==> config.mk <==
export PLATFORM = sky130hd
export DESIGN_NAME = input_conditioner_flat
export DESIGN_NICKNAME = d
export VERILOG_FILES = /design/src/rtl/input_conditioner_pkg.sv /design/src/rtl/input_conditioner_if.sv /design/src/rtl/input_conditioner_channel.sv /design/src/rtl/input_conditioner.sv /design/src/flat_wrapper.sv
export SDC_FILE = /design/constraint.sdc
export NUM_CORES = 1
export LEC_CHECK = 0
export CAP_MARGIN = 25
export CELL_PAD_IN_SITES_DETAIL_PLACEMENT = 1
export CELL_PAD_IN_SITES_GLOBAL_PLACEMENT = 2
export CORE_ASPECT_RATIO = 1.25
export CORE_MARGIN = 3
export CORE_UTILIZATION = 35
export CTS_CLUSTER_DIAMETER = 150
export CTS_CLUSTER_SIZE = 40
export DETAILED_ROUTE_END_ITERATION = 8
export GPL_TIMING_DRIVEN = 0
export PLACE_DENSITY_LB_ADDON = 0.08
export RECOVER_POWER = 100
export SLEW_MARGIN = 20
export SYNTH_ARGS = -nofsm -noshare
export SYNTH_HDL_FRONTEND = slang
export SYNTH_HIERARCHICAL = 1
export SYNTH_SLANG_ARGS = --single-unit
==> constraint.sdc <==
create_clock -name clk -period 2.77 [get_ports clk]
set_input_delay 0.554 -clock clk [delete_from_list [all_inputs] [get_ports clk]]
set_output_delay 0.554 -clock clk [all_outputs]
set_load 0.03 [all_outputs]
==> src/rtl/input_conditioner_pkg.sv <==
// io_pkg: shared constants, sizing helper and repeat FSM state type for the input conditioner
package io_pkg;
  localparam int CLK_HZ = 50000000;
  localparam int DEBOUNCE_20MS = CLK_HZ / 50;
  localparam int REPEAT_500MS = CLK_HZ / 2;
  localparam int REPEAT_100MS = CLK_HZ / 10;
  typedef enum logic [1:0] {IDLE, DELAY, REPEAT} rpt_state_t;
  function automatic int clog2(input int v);
    int r = 0;
    for (int x = v - 1; x > 0; x = x >> 1) r++;
    return (r < 1) ? 1 : r;
  endfunction
endpackage

==> src/rtl/input_conditioner_if.sv <==
// input_conditioner_if: raw pin inputs and conditioned per-channel outputs
interface input_conditioner_if #(parameter int CHANNELS = 5);
  logic [CHANNELS-1:0] din, repeat_en, level, press, rel, busy;
  modport master (output din, repeat_en, input level, press, rel, busy);
  modport slave (input din, repeat_en, output level, press, rel, busy);
endinterface

==> src/rtl/input_conditioner_channel.sv <==
// input_channel: synchroniser, counter debounce, edge pulses and auto-repeat for one pin
module input_channel
  import io_pkg::*;
#(
  parameter int SYNC_STAGES = 2,
  parameter int DEBOUNCE_CYCLES = DEBOUNCE_20MS,
  parameter int REPEAT_DELAY = REPEAT_500MS,
  parameter int REPEAT_RATE = REPEAT_100MS,
  parameter logic INV = 1'b0
) (
  input  logic clk,
  input  logic rst_n,
  input  logic din,
  input  logic repeat_en,
  output logic level,
  output logic press,
  output logic rel,
  output logic busy
);
  localparam int CW = clog2(DEBOUNCE_CYCLES);
  localparam int RW = clog2(REPEAT_DELAY > REPEAT_RATE ? REPEAT_DELAY : REPEAT_RATE);
  localparam logic [CW-1:0] CNT_MAX = CW'(DEBOUNCE_CYCLES - 1);
  localparam logic [RW-1:0] DELAY_MAX = RW'(REPEAT_DELAY - 1);
  localparam logic [RW-1:0] RATE_MAX = RW'(REPEAT_RATE - 1);
  logic [SYNC_STAGES-1:0] sync;
  logic [CW-1:0] cnt;
  logic [RW-1:0] rc;
  rpt_state_t state, state_nx;
  logic s, done, rise, fall, held, rpt;
  assign s = sync[SYNC_STAGES-1] ^ INV;
  assign done = (s != level) && (cnt == CNT_MAX);
  assign rise = done & s;
  assign fall = done & ~s;
  // a release edge cancels any repeat pulse landing in the same cycle
  assign held = level & repeat_en & ~fall;
  assign busy = cnt != '0;
  always_ff @(posedge clk or negedge rst_n)
    if (!rst_n) begin
      sync <= {SYNC_STAGES{INV}};
      cnt <= '0;
      level <= 1'b0;
      press <= 1'b0;
      rel <= 1'b0;
    end else begin
      sync <= {sync[SYNC_STAGES-2:0], din};
      cnt <= (s == level || done) ? '0 : cnt + 1'b1;
      level <= done ? s : level;
      press <= rise | rpt;
      rel <= fall;
    end
  always_ff @(posedge clk or negedge rst_n)
    if (!rst_n) begin
      state <= IDLE;
      rc <= '0;
    end else begin
      state <= state_nx;
      rc <= (state == IDLE || rpt) ? '0 : rc + 1'b1;
    end
  always_comb
    state_nx = (state == IDLE) ? ((rise & repeat_en) ? DELAY : IDLE) :
               !held ? IDLE :
               (state == DELAY && rc == DELAY_MAX) ? REPEAT : state;
  always_comb
    rpt = held && ((state == DELAY && rc == DELAY_MAX) || (state == REPEAT && rc == RATE_MAX));
endmodule

==> src/rtl/input_conditioner.sv <==
// input_conditioner: array of independent conditioned input channels
module input_conditioner
  import io_pkg::*;
#(
  parameter int CHANNELS = 5,
  parameter int SYNC_STAGES = 2,
  parameter int DEBOUNCE_CYCLES = DEBOUNCE_20MS,
  parameter int REPEAT_DELAY = REPEAT_500MS,
  parameter int REPEAT_RATE = REPEAT_100MS,
  parameter logic [CHANNELS-1:0] INVERT = '0
) (
  input logic clk,
  input logic rst_n,
  input_conditioner_if.slave io
);
  logic [CHANNELS-1:0] level, press, rel, busy;
  for (genvar i = 0; i < CHANNELS; i++) begin : g_ch
    input_channel #(
      .SYNC_STAGES(SYNC_STAGES),
      .DEBOUNCE_CYCLES(DEBOUNCE_CYCLES),
      .REPEAT_DELAY(REPEAT_DELAY),
      .REPEAT_RATE(REPEAT_RATE),
      .INV(INVERT[i])
    ) u_ch (
      .clk(clk),
      .rst_n(rst_n),
      .din(io.din[i]),
      .repeat_en(io.repeat_en[i]),
      .level(level[i]),
      .press(press[i]),
      .rel(rel[i]),
      .busy(busy[i])
    );
  end
  assign io.level = level;
  assign io.press = press;
  assign io.rel = rel;
  assign io.busy = busy;
endmodule

==> src/flat_wrapper.sv <==
// flat-port wrapper written by rule: the top's interface ports become plain ports
module input_conditioner_flat import io_pkg::*;
#(
  parameter int CHANNELS = 5,
  parameter int SYNC_STAGES = 2,
  parameter int DEBOUNCE_CYCLES = DEBOUNCE_20MS,
  parameter int REPEAT_DELAY = REPEAT_500MS,
  parameter int REPEAT_RATE = REPEAT_100MS,
  parameter logic [CHANNELS-1:0] INVERT = '0
)
  (clk, rst_n, io_din, io_repeat_en, io_level, io_press, io_rel, io_busy);
  input_conditioner_if #(.CHANNELS(CHANNELS)) io_i ();
  input logic clk;
  input logic rst_n;
  input wire logic [$bits(io_i.din)-1:0] io_din;
  input wire logic [$bits(io_i.repeat_en)-1:0] io_repeat_en;
  output wire logic [$bits(io_i.level)-1:0] io_level;
  output wire logic [$bits(io_i.press)-1:0] io_press;
  output wire logic [$bits(io_i.rel)-1:0] io_rel;
  output wire logic [$bits(io_i.busy)-1:0] io_busy;
  assign io_i.din = io_din;
  assign io_i.repeat_en = io_repeat_en;
  assign io_level = io_i.level;
  assign io_press = io_i.press;
  assign io_rel = io_i.rel;
  assign io_busy = io_i.busy;
  input_conditioner #(.CHANNELS(CHANNELS), .SYNC_STAGES(SYNC_STAGES), .DEBOUNCE_CYCLES(DEBOUNCE_CYCLES), .REPEAT_DELAY(REPEAT_DELAY), .REPEAT_RATE(REPEAT_RATE), .INVERT(INVERT)) u_core (.clk(clk), .rst_n(rst_n), .io(io_i));
endmodule
==> flow_summary.yaml <==
logic_synthesis:
  async_set_or_reset_flop_fraction_in_the_synthesized_netlist_pct: 100
  synthesis.instances: 1270
  syn_area_per_cell_um2: 9.91
  synthesis.nets: 1297
  synth_enable_flop_cells: 0
  netlist_area_pre_place_mm2: 0.0126
  synth.ff_latch_count: 260
  seq_area_frac_synth_pct: 51.7
  yosys_cell_types: 33
  most_used_flip_flop_cell_after_synthesis: "dfrtp_1"
  synth.yosys.warnings: 6
global_route:
  globalRoute.totalOverflow: 0
  use_met2_pct: 26.7
  grt_first_pass_wirelength_um: 50300
  met3_usage_pct: 1.31
  globalRouteMet1Util_pct: 21.3
  grt-busiest-layer: "met2"
  grt_max_degree: 83
  initial_antenna_violation_count: 0
  grt_pass1_vias: 9867
  grt_usage_pct: 15.3
floorplan:
  top_level_ports: 32
  num_rows: 77
  die_area_mm2: 0.0383
  die_h_um: 218
  design.core.area_mm2: 0.0355
  die_x_um: 176
  initial_core_utilization_pct: 35.5
placement:
  place.gp.congestion: 0.742
  post_place_worst_slack_ns: 0.0358
  dpl.hpwl_um: 20000
  port_buffers: 31
  placed_cells: 1781
sta:
  post-route-period-util_pct: 96.5
  hold_viol: 0
  timing.slew.headroom_pct: -48.1
  worstMarginPinSlew_ns: 2.22
  timing.clock.skew_ns: 0.0294
  fin_hold_ws_ns: 0.363
  period_minus_slack_ns: 2.67
  setup_tns_ns: 0
  report.final.slew_viol_count: 81
  timing.fmax_ghz: 0.374
  timing.final.ws_setup_ns: 0.0982
  rsz0062_at_grt: "false"
  timing.final.setup_violations: 0
status:
  failed_checks: "capacitance limit, slew limit"
  result_of_the_run: "complete, but fails checks"
worst_setup_path:
  crit_path_max_fanout: 4
  end_kind: "output port"
  crit_path_start_kind: "flop"
  cp_data_arrival_time_ns: 2.12
  critPathRequiredTime_ns: 2.22
  timing_worst_setup_path_type: "reg2out"
cells_and_area:
  fin_cells: 1791
  nNetsFinal: 1343
  drive_gt1_share_pct: 4.78
  area_growth_pct: 10.0
  n_antenna_cell: 0
detailed_routing:
  postRouteWirelength_um: 28100
  remaining_drc_errors: 0
  count_of_antenna_violating_nets_left_after_detailed_routing: 0
  first_pass_iters: 4
  detailroute.via_count: 9103
  post_drt_wl_per_cell_um: 15.7
  drt-initial-drc-count: 299
  routed_via_density: 5.08
clocking:
  clock_latency_on_the_worst_skew_pair_ns: 0.51
  post_cts_hold_buffer_count: 0
  cts_buffers: 10
  cts.htree.levels: 1
  clockRootBuffer: "clkbuf_16"
  clock_path_buffers: 3
  tritoncts: "yes"
  clk_transition_reported_paths_ns: 0.14
  cts_num_sinks: 260
worst_hold_path:
  timing.hold.worst.class: "reg2reg"
power:
  irDropWorstVdd_uv: 364
  total_power_mw: 6.07
  power-per-cell-area_mw_per_mm2: 438
  power_leakage_nw: 5.63
job:
  max-cap-violations: 1
-- cell usage in the layout (no fill, tap or decap), types with 5 or more instances in the layout --
cell type and n:
a21boi_0 5, a21oi_1 5, a31o_2 5, and3_1 20, and4_1 10, and4_2 5
and4b_1 5, buf_6 5, clkbuf_1 10, clkbuf_16 11, clkdlybuf4s50_1 5, dfrtp_1 260
dlygate4sd3_1 20, ha_1 15, inv_1 25, nand2_1 115, nand3_1 90, nand3b_1 5
nand4_1 60, nand4b_1 5, nor2_1 267, nor2b_1 5, nor3_1 35, nor3b_1 5
nor4_1 43, nor4b_1 10, o21a_1 5, o221a_2 5, or2_2 5, or4_1 13
or4b_1 5, xnor2_1 70, xor2_1 140
-- per-stage QoR --
stage	utilization (%)	instance area [um2]
CTS	39.2	13900
finish	39.0	13800
floorplan	-	12600
detailed placement	38.3	13600
global route	39.0	13800
global placement	38.0	13500
-- kinds of logic (layout without fill, tap and decap cells) --
logic type / after synthesis / count (layout) / share of synthesized area (%)
adders and majority gates: 15 / 15 / 1.49
AOI/OAI and AO/OA: 25 / 25 / 1.59
xor gates and xnor gates: 210 / 210 / 14.6
muxes: 5 / 5 / 0.448
buffers and inverters: 45 / 92 / 2.29
DFF: 260 / 260 / 51.7
and+or+nand+nor: 710 / 710 / 27.8
-- routing by layer --
layer | wire (um) | up-vias
met3 | 471 | 22
met1 | 13500 | 4602
met4 | 284 | 0
met2 | 13800 | 46
li1 | - | 4433
met5 | 0 | -
-- power breakdown --
part / internal (mW) / switching (mW)
Clock: 0.744 / 1.24
Combinational: 0.0717 / 0.160
Sequential: 3.82 / 0.0296
Total: 4.64 / 1.43
-- state kept, by name (all words and copies together), names as in the netlist --
| signal | flops |
|---|---|
| u_core/g_ch.u_ch/rc | 125 |
| u_core/g_ch.u_ch/cnt | 100 |
| u_core/g_ch.u_ch/state | 10 |
| u_core/g_ch.u_ch/sync | 10 |
| u_core/g_ch.u_ch/level | 5 |
| u_core/g_ch.u_ch/press | 5 |
| u_core/g_ch.u_ch/rel | 5 |
-- final cells by class --
| cell class | count | area [um2] |
|---|---|---|
| Fill cell | 4109 | 21600 |
| Sequential cell | 260 | 6510 |
| Multi-Input combinational cell | 965 | 5780 |
| Tap cell | 474 | 593 |
| Timing Repair Buffer | 38 | 395 |
| Clock buffer | 11 | 275 |
| Buffer | 16 | 168 |
| Inverter | 25 | 93.8 |
| Clock inverter | 2 | 27.5 |
-- Yosys cell counts (10+ instances only) --
cell type,count,area [um2]
nor2_1,270,1010
dfrtp_1,260,6510
xor2_1,140,1230
nand2_1,115,432
nand3_1,90,450
xnor2_1,70,613
nand4_1,60,375
nor4_1,40,250
nor3_1,35,175
inv_1,25,93.8
and3_1,20,125
ha_1,15,188
or4_1,15,113
and4_1,10,87.6
clkbuf_1,10,37.5
nor4b_1,10,87.6
-- critical path, cell delays in order (launching register included) --
cell and delay, ns:
dfrtp_1 0.44, or4_1 0.60, nor2_1 0.17, nand4_1 0.11, clkdlybuf4s15_2 0.32
-- final timing paths --
check / end / cells after the start / from / slack [ns]
setup / recovery: io_busy[3] / 4 / u_core/g_ch[3].u_ch/cnt[11] / 0.1
max in group asynchronous: u_core/g_ch[3].u_ch/cnt[6] / 3 / rst_n / 0.59
hold / removal: u_core/g_ch[4].u_ch/sync[1] / 0 / u_core/g_ch[4].u_ch/sync[0] / 0.36
min in group asynchronous: u_core/g_ch[0].u_ch/rel / 1 / rst_n / 0.69
hold reg to reg: u_core/g_ch[4].u_ch/sync[1] / 0 / u_core/g_ch[4].u_ch/sync[0] / 0.36
setup reg to reg: u_core/g_ch[2].u_ch/rc[14] / 7 / u_core/g_ch[2].u_ch/rc[10] / 0.11
-- what timing repair did --
action / 4_1_cts / 5_1_grt
buffers inserted: 0 / 0
endpoints found under the setup margin: 7 / 43
resized for setup: 16 / 6
endpoints found under the hold margin: 0 / 0
Note: power is estimated with default switching activity, not from simulation.
